## src/rtl/linefill_bus_ctrl.sv

```systemverilog
// Cache line bus engine: turns a line fetch or writeback request into one AHB-Lite
// incrementing burst, assembling fetched beats and streaming writeback words.
module linefill_bus_ctrl #(
    parameter int PA_BITS = 32,
    parameter int AHBW    = 64,
    parameter int LINELEN = 512,
    parameter int LOGBWPL = 3
) (
    input  logic               clk,
    input  logic               reset,
    input  logic [1:0]         CacheBusRW,
    input  logic [PA_BITS-1:0] CacheBusAdr,
    input  logic               FlushStage,
    input  logic [AHBW-1:0]    ReadDataWord,
    output logic               CacheBusAck,
    output logic               BusCommitted,
    output logic               SelBusBeat,
    output logic [LOGBWPL-1:0] BeatCount,
    output logic [LINELEN-1:0] FetchBuffer,
    output logic [PA_BITS-1:0] HADDR,
    output logic [1:0]         HTRANS,
    output logic               HWRITE,
    output logic [2:0]         HBURST,
    output logic [2:0]         HSIZE,
    output logic [AHBW-1:0]    HWDATA,
    input  logic               HREADY,
    input  logic [AHBW-1:0]    HRDATA
);

    localparam int BEATS = LINELEN / AHBW;
    localparam int OFF   = $clog2(LINELEN / 8);

    localparam logic [LOGBWPL:0] LAST_CNT = (LOGBWPL + 1)'(BEATS);
    localparam logic [2:0] BURST_C = (BEATS == 4)  ? 3'b011 :
                                     (BEATS == 8)  ? 3'b101 :
                                     (BEATS == 16) ? 3'b111 : 3'b001;
    localparam logic [2:0] SIZE_C  = 3'($clog2(AHBW / 8));

    localparam logic [1:0] TR_IDLE   = 2'b00;
    localparam logic [1:0] TR_NONSEQ = 2'b10;
    localparam logic [1:0] TR_SEQ    = 2'b11;

    typedef enum logic [1:0] {IDLE, FETCH, WRITE} state_t;

    state_t             state_q, state_d;
    logic [LOGBWPL:0]   cnt_q, cnt_d;
    logic [LINELEN-1:0] fbuf_q, fbuf_d;
    logic [AHBW-1:0]    wdata_q, wdata_d;
    logic [LOGBWPL-1:0] data_beat;
    logic               start;
    logic               addr_open;
    logic               unused_adr;

    // Address counter runs one beat ahead of the data phase, so the data index is one behind.
    assign start      = (|CacheBusRW) & ~FlushStage & ~reset;
    assign addr_open  = cnt_q < LAST_CNT;
    assign data_beat  = cnt_q[LOGBWPL-1:0] - LOGBWPL'(1);
    assign unused_adr = ^CacheBusAdr[OFF-1:0];

    always_comb begin
        state_d     = state_q;
        cnt_d       = cnt_q;
        fbuf_d      = fbuf_q;
        wdata_d     = wdata_q;
        HTRANS      = TR_IDLE;
        HWRITE      = 1'b0;
        CacheBusAck = 1'b0;
        unique case (state_q)
            IDLE: begin
                if (start) begin
                    HTRANS = TR_NONSEQ;
                    HWRITE = CacheBusRW[0];
                    if (HREADY) begin
                        cnt_d = (LOGBWPL + 1)'(1);
                        if (CacheBusRW[0]) begin
                            state_d = WRITE;
                            wdata_d = ReadDataWord;
                        end else begin
                            state_d = FETCH;
                        end
                    end
                end
            end
            FETCH, WRITE: begin
                HTRANS = addr_open ? TR_SEQ : TR_IDLE;
                HWRITE = (state_q == WRITE);
                if (HREADY) begin
                    if (addr_open) cnt_d = cnt_q + 1'b1;
                    if (state_q == FETCH) begin
                        fbuf_d[data_beat*AHBW +: AHBW] = HRDATA;
                    end else if (addr_open) begin
                        wdata_d = ReadDataWord;
                    end
                    if (cnt_q == LAST_CNT) begin
                        CacheBusAck = ~reset;
                        state_d     = IDLE;
                        cnt_d       = '0;
                    end
                end
            end
            default: state_d = IDLE;
        endcase
    end

    always_ff @(posedge clk) begin
        if (reset) begin
            state_q <= IDLE;
            cnt_q   <= '0;
            fbuf_q  <= '0;
            wdata_q <= '0;
        end else begin
            state_q <= state_d;
            cnt_q   <= cnt_d;
            fbuf_q  <= fbuf_d;
            wdata_q <= wdata_d;
        end
    end

    // The ack cycle exposes the final beat straight from HRDATA so the cache can use the line at once.
    assign FetchBuffer  = CacheBusAck ? fbuf_d : fbuf_q;
    assign BeatCount    = cnt_q[LOGBWPL-1:0];
    assign HADDR        = {CacheBusAdr[PA_BITS-1:OFF], BeatCount, {(OFF - LOGBWPL){1'b0}}};
    assign HWDATA       = wdata_q;
    assign HBURST       = BURST_C;
    assign HSIZE        = SIZE_C;
    assign BusCommitted = (state_q != IDLE);
    assign SelBusBeat   = (state_q == WRITE);

endmodule

```

## config.mk

```make
export PLATFORM = sky130hd
export DESIGN_NAME = linefill_bus_ctrl
export DESIGN_NICKNAME = d
export VERILOG_FILES = /design/src/rtl/linefill_bus_ctrl.sv
export SDC_FILE = /design/constraint.sdc
export NUM_CORES = 1
export LEC_CHECK = 0
export BUFFER_PORTS_ARGS = -buffer_cell sky130_fd_sc_hd__buf_2
export CORE_MARGIN = 10
export CORE_UTILIZATION = 25
export CTS_CLUSTER_DIAMETER = 100
export DETAILED_ROUTE_END_ITERATION = 8
export PLACE_DENSITY = 0.46
export SKIP_LAST_GASP = 1
export SLEW_MARGIN = 20
export SYNTH_ARGS = -nofsm -noshare
export SYNTH_HDL_FRONTEND = slang
export SYNTH_SLANG_ARGS = --single-unit
```

## constraint.sdc

```tcl
create_clock -name clk -period 4.8 [get_ports clk]
set_clock_uncertainty 0.1 [all_clocks]
set_input_delay 0.48 -clock clk [delete_from_list [all_inputs] [get_ports clk]]
set_output_delay 0.48 -clock clk [all_outputs]
set_load 0.02 [all_outputs]
```

==> impl_metrics.json <==
{
  "cp.required_ns": 4.22,
  "detail_route.wl_per_cell_um": 22.8,
  "post_route_antenna_net_violation_count": 0,
  "synth_flop_cell": "dfxtp_1",
  "setup_viol": 0,
  "io_buffers": 721,
  "timing.hold.worst.class": "in -> reg",
  "gp_congestion": 0.805,
  "io_pins": 789,
  "power.ir.vdd_worst_mv": 0.277,
  "hold_path.startpoint": "HRDATA[16]",
  "grt_util_all_layers_pct": 20.3,
  "path_clk_slew_ns": 0.06,
  "layout.nets": 4495,
  "grt_setup_unrepaired": "false",
  "chipHeight_um": 354,
  "final_design_area_no_fill_mm2": 0.0354,
  "syn_avg_cell_area_um2": 7.19,
  "cp_cell_sequence": "inv_1 > ha_2 > xor2_2 > inv_2 > ha_1 > nand4_1 > nor3_4 > and3_4 > buf_16 > mux2_1 > buf_2",
  "setup.worst_path.end_class": "primary output",
  "timing.critical_path.from_type": "flop",
  "cts_max_path_buffers": 3,
  "synth_top_cells_by_area": "dfxtp_1 42%, nand2_1 17%, a21oi_1 10%",
  "achievable-frequency_mhz": 220,
  "finalHoldViolCount": 0,
  "placed_cell_area_mm2": 0.0323,
  "detailedRoute.firstIterationViolations": 2178,
  "timing.slew.headroom_pct": 30.9,
  "critPathKind": "reg -> out",
  "synth_async_sr_flop_share_pct": 0,
  "drive_above_1_share_pct": 24.2,
  "synth-seq-cells": 582,
  "synth_warnings": 0,
  "setup_total_negative_slack_ns": 0,
  "sequential_cell_area_fraction_in_the_yosys_report_pct": 41.8,
  "grt_overflow_total": 0,
  "final_max_slew_viol_count": 0,
  "synthDominantAreaCellType": "dfxtp_1",
  "status": "completed",
  "critPathMaxFanout": 54,
  "post_synth_most_frequent_cells": "1,241 x nand2_1, 582 x dfxtp_1, 579 x a21oi_1",
  "syn-cell-area_mm2": 0.0279,
  "top_count_cell_post_synth": "nand2_1",
  "initial_core_util_pct": 25.2,
  "clkLatencyLatePin_ns": 0.64,
  "hold_slack_ns": 0.100,
  "cts_tree": "done",
  "maxCapViolCount": 0,
  "number_of_global_route_vias_before_repair": 27300,
  "cts-buffers-inserted": 74,
  "die_area_mm2": 0.125,
  "syn_to_final_growth_pct": 27.0,
  "critical_path.reg2reg.startpoint": "cnt_q[1]",
  "netlist-cell-type-count": 50,
  "core_area_mm2": 0.111,
  "drt_wl_total_mm": 134,
  "final.min_clock_period_ns": 4.55,
  "area_share_of_the_leading_cell_type_in_the_synthesized_netlist_pct": 41.8,
  "std_cell_rows": 122,
  "crit_path_start": "cnt_q[1]",
  "maximum_number_of_pins_on_one_net_before_global_route_repair": 186,
  "grt_first_pass_wirelength_mm": 194,
  "power_density_mw_per_mm2": 367,
  "cts.root.buffer_cell": "clkbuf_16",
  "dr.pass1.iters": 5,
  "route.vias.total": 28300,
  "crit_arrival_ns": 3.97,
  "die_width_um": 354,
  "via_per_inst": 4.82,
  "finalCritPeriodShare_pct": 94.8,
  "slowest_delay_ns": 0.40,
  "post-route-drc-count": 0,
  "synth_cells": 3878,
  "htree_num_levels": 3,
  "cpMaxStageDelayCell": "mux2_1",
  "p_leak_nw": 14.3,
  "clock_sinks": 582,
  "dp.final_hpwl_mm": 89.4,
  "worst_pin_slew_ns": 1.04,
  "number_of_synthesized_flops_with_an_enable_pin": 0,
  "antenna_found_initial": 14
}
per-layer routing:
layer | global-route usage, % | wire length (µm) | up-vias
li1 | - | - | 13700
met1 | 25.5 | 58300 | 13500
met2 | 32.4 | 60700 | 929
met3 | 5.46 | 9440 | 202
met4 | 8.49 | 5300 | 0
met5 | 0 | 0 | -
flip-flops by register name, summed over array words and instances, names as in the netlist:
name     cells
HWDATA      64
fbuf_q     512
state_q      2
cnt_q        4
cells by family after synthesis:
family / share of synthesized area, %
AO/OA/AOI/OAI: 17.4
XOR/XNOR: 0.0314
adder cells (fa/ha/maj): 0.538
buffers and inverters: 8.00
flip-flops: 41.8
multiplexers: 6.13
other: 0.0269
AND/OR/NAND/NOR: 26.1
worst max-delay path: cells and delay by family, from the launching register on:
family | cells | cell delay, ns
XOR/XNOR | 1 | 0.19
adder cells (fa/ha/maj) | 2 | 0.62
AND/OR/NAND/NOR | 3 | 0.88
flip-flops | 1 | 0.37
buffers and inverters | 4 | 0.71
multiplexers | 1 | 0.40
report_power, final:
group	switching, mW	total, mW	internal, mW
combinational	1.66	2.22	0.561
clock	2.39	5.72	3.33
sequential	0.0722	5.05	4.98
total	4.12	13.0	8.87
layout by cell type, fill, tap and decap left out, types with 4 or more instances in the layout:
cell / Yosys / routed
nand2_1: 1241 / 1241
buf_2: 53 / 720
dfxtp_1: 582 / 581
a21oi_1: 579 / 579
nand3_1: 299 / 298
o21ai_0: 261 / 261
and2_1: 86 / 86
mux2_2: 81 / 81
clkbuf_16: 0 / 74
mux2_1: 69 / 69
dlygate4sd3_1: 0 / 65
nand4_1: 53 / 53
buf_4: 67 / 43
a21bo_2: 42 / 42
buf_12: 0 / 27
clkbuf_1: 374 / 18
clkbuf_8: 0 / 12
ha_1: 12 / 11
diode_2: 0 / 10
clkinv_2: 0 / 10
conb_1: 2 / 9
inv_1: 7 / 7
nor2_1: 7 / 6
o211a_4: 0 / 6
o211ai_4: 0 / 6
nand2b_1: 5 / 5
bufinv_16: 0 / 5
clkinv_16: 0 / 4
path summary, 6_finish.rpt:
| path | end | slack [ns] | cells after the start |
|---|---|---|---|
| hold / removal | fbuf_q[16] | 0.1 | 3 |
| hold reg to reg | fbuf_q[6] | 0.34 | 2 |
| setup reg to reg | fbuf_q[405] | 1.39 | 11 |
| setup / recovery | FetchBuffer[153] | 0.25 | 11 |
per-stage QoR:
step	worst slack [ns]	util (%)	power [mW]	instances
2_1_floorplan	0.960	-	6.53	3885
3_3_place_gp	0.750	29.2	7.34	5663
3_5_place_dp	0.736	29.2	7.34	5663
4_1_cts	0.0266	32.0	13.2	5856
5_1_grt	0.0208	32.0	13.6	5859
6_report	0.250	32.0	13.0	5867
timing repair:
item,CTS,global route
gates cloned,0,0
setup endpoints to repair,5,83
resized for setup,1,3
pin swaps,0,1
buffers inserted,0,1
hold buffers,65,0
hold endpoints to repair,65,0
layout make-up:
type                            count  area, µm²
Fill cell                       11900      75200
Multi-Input combinational cell   2793      14200
Sequential cell                   582      11700
Timing Repair Buffer              858       5170
Clock buffer                      104       2080
Tap cell                         1488       1860
Clock inverter                     24        382
Inverter                            8       30.0
Antenna cell                       10       25.0
Power figures use the tool's default switching activity.
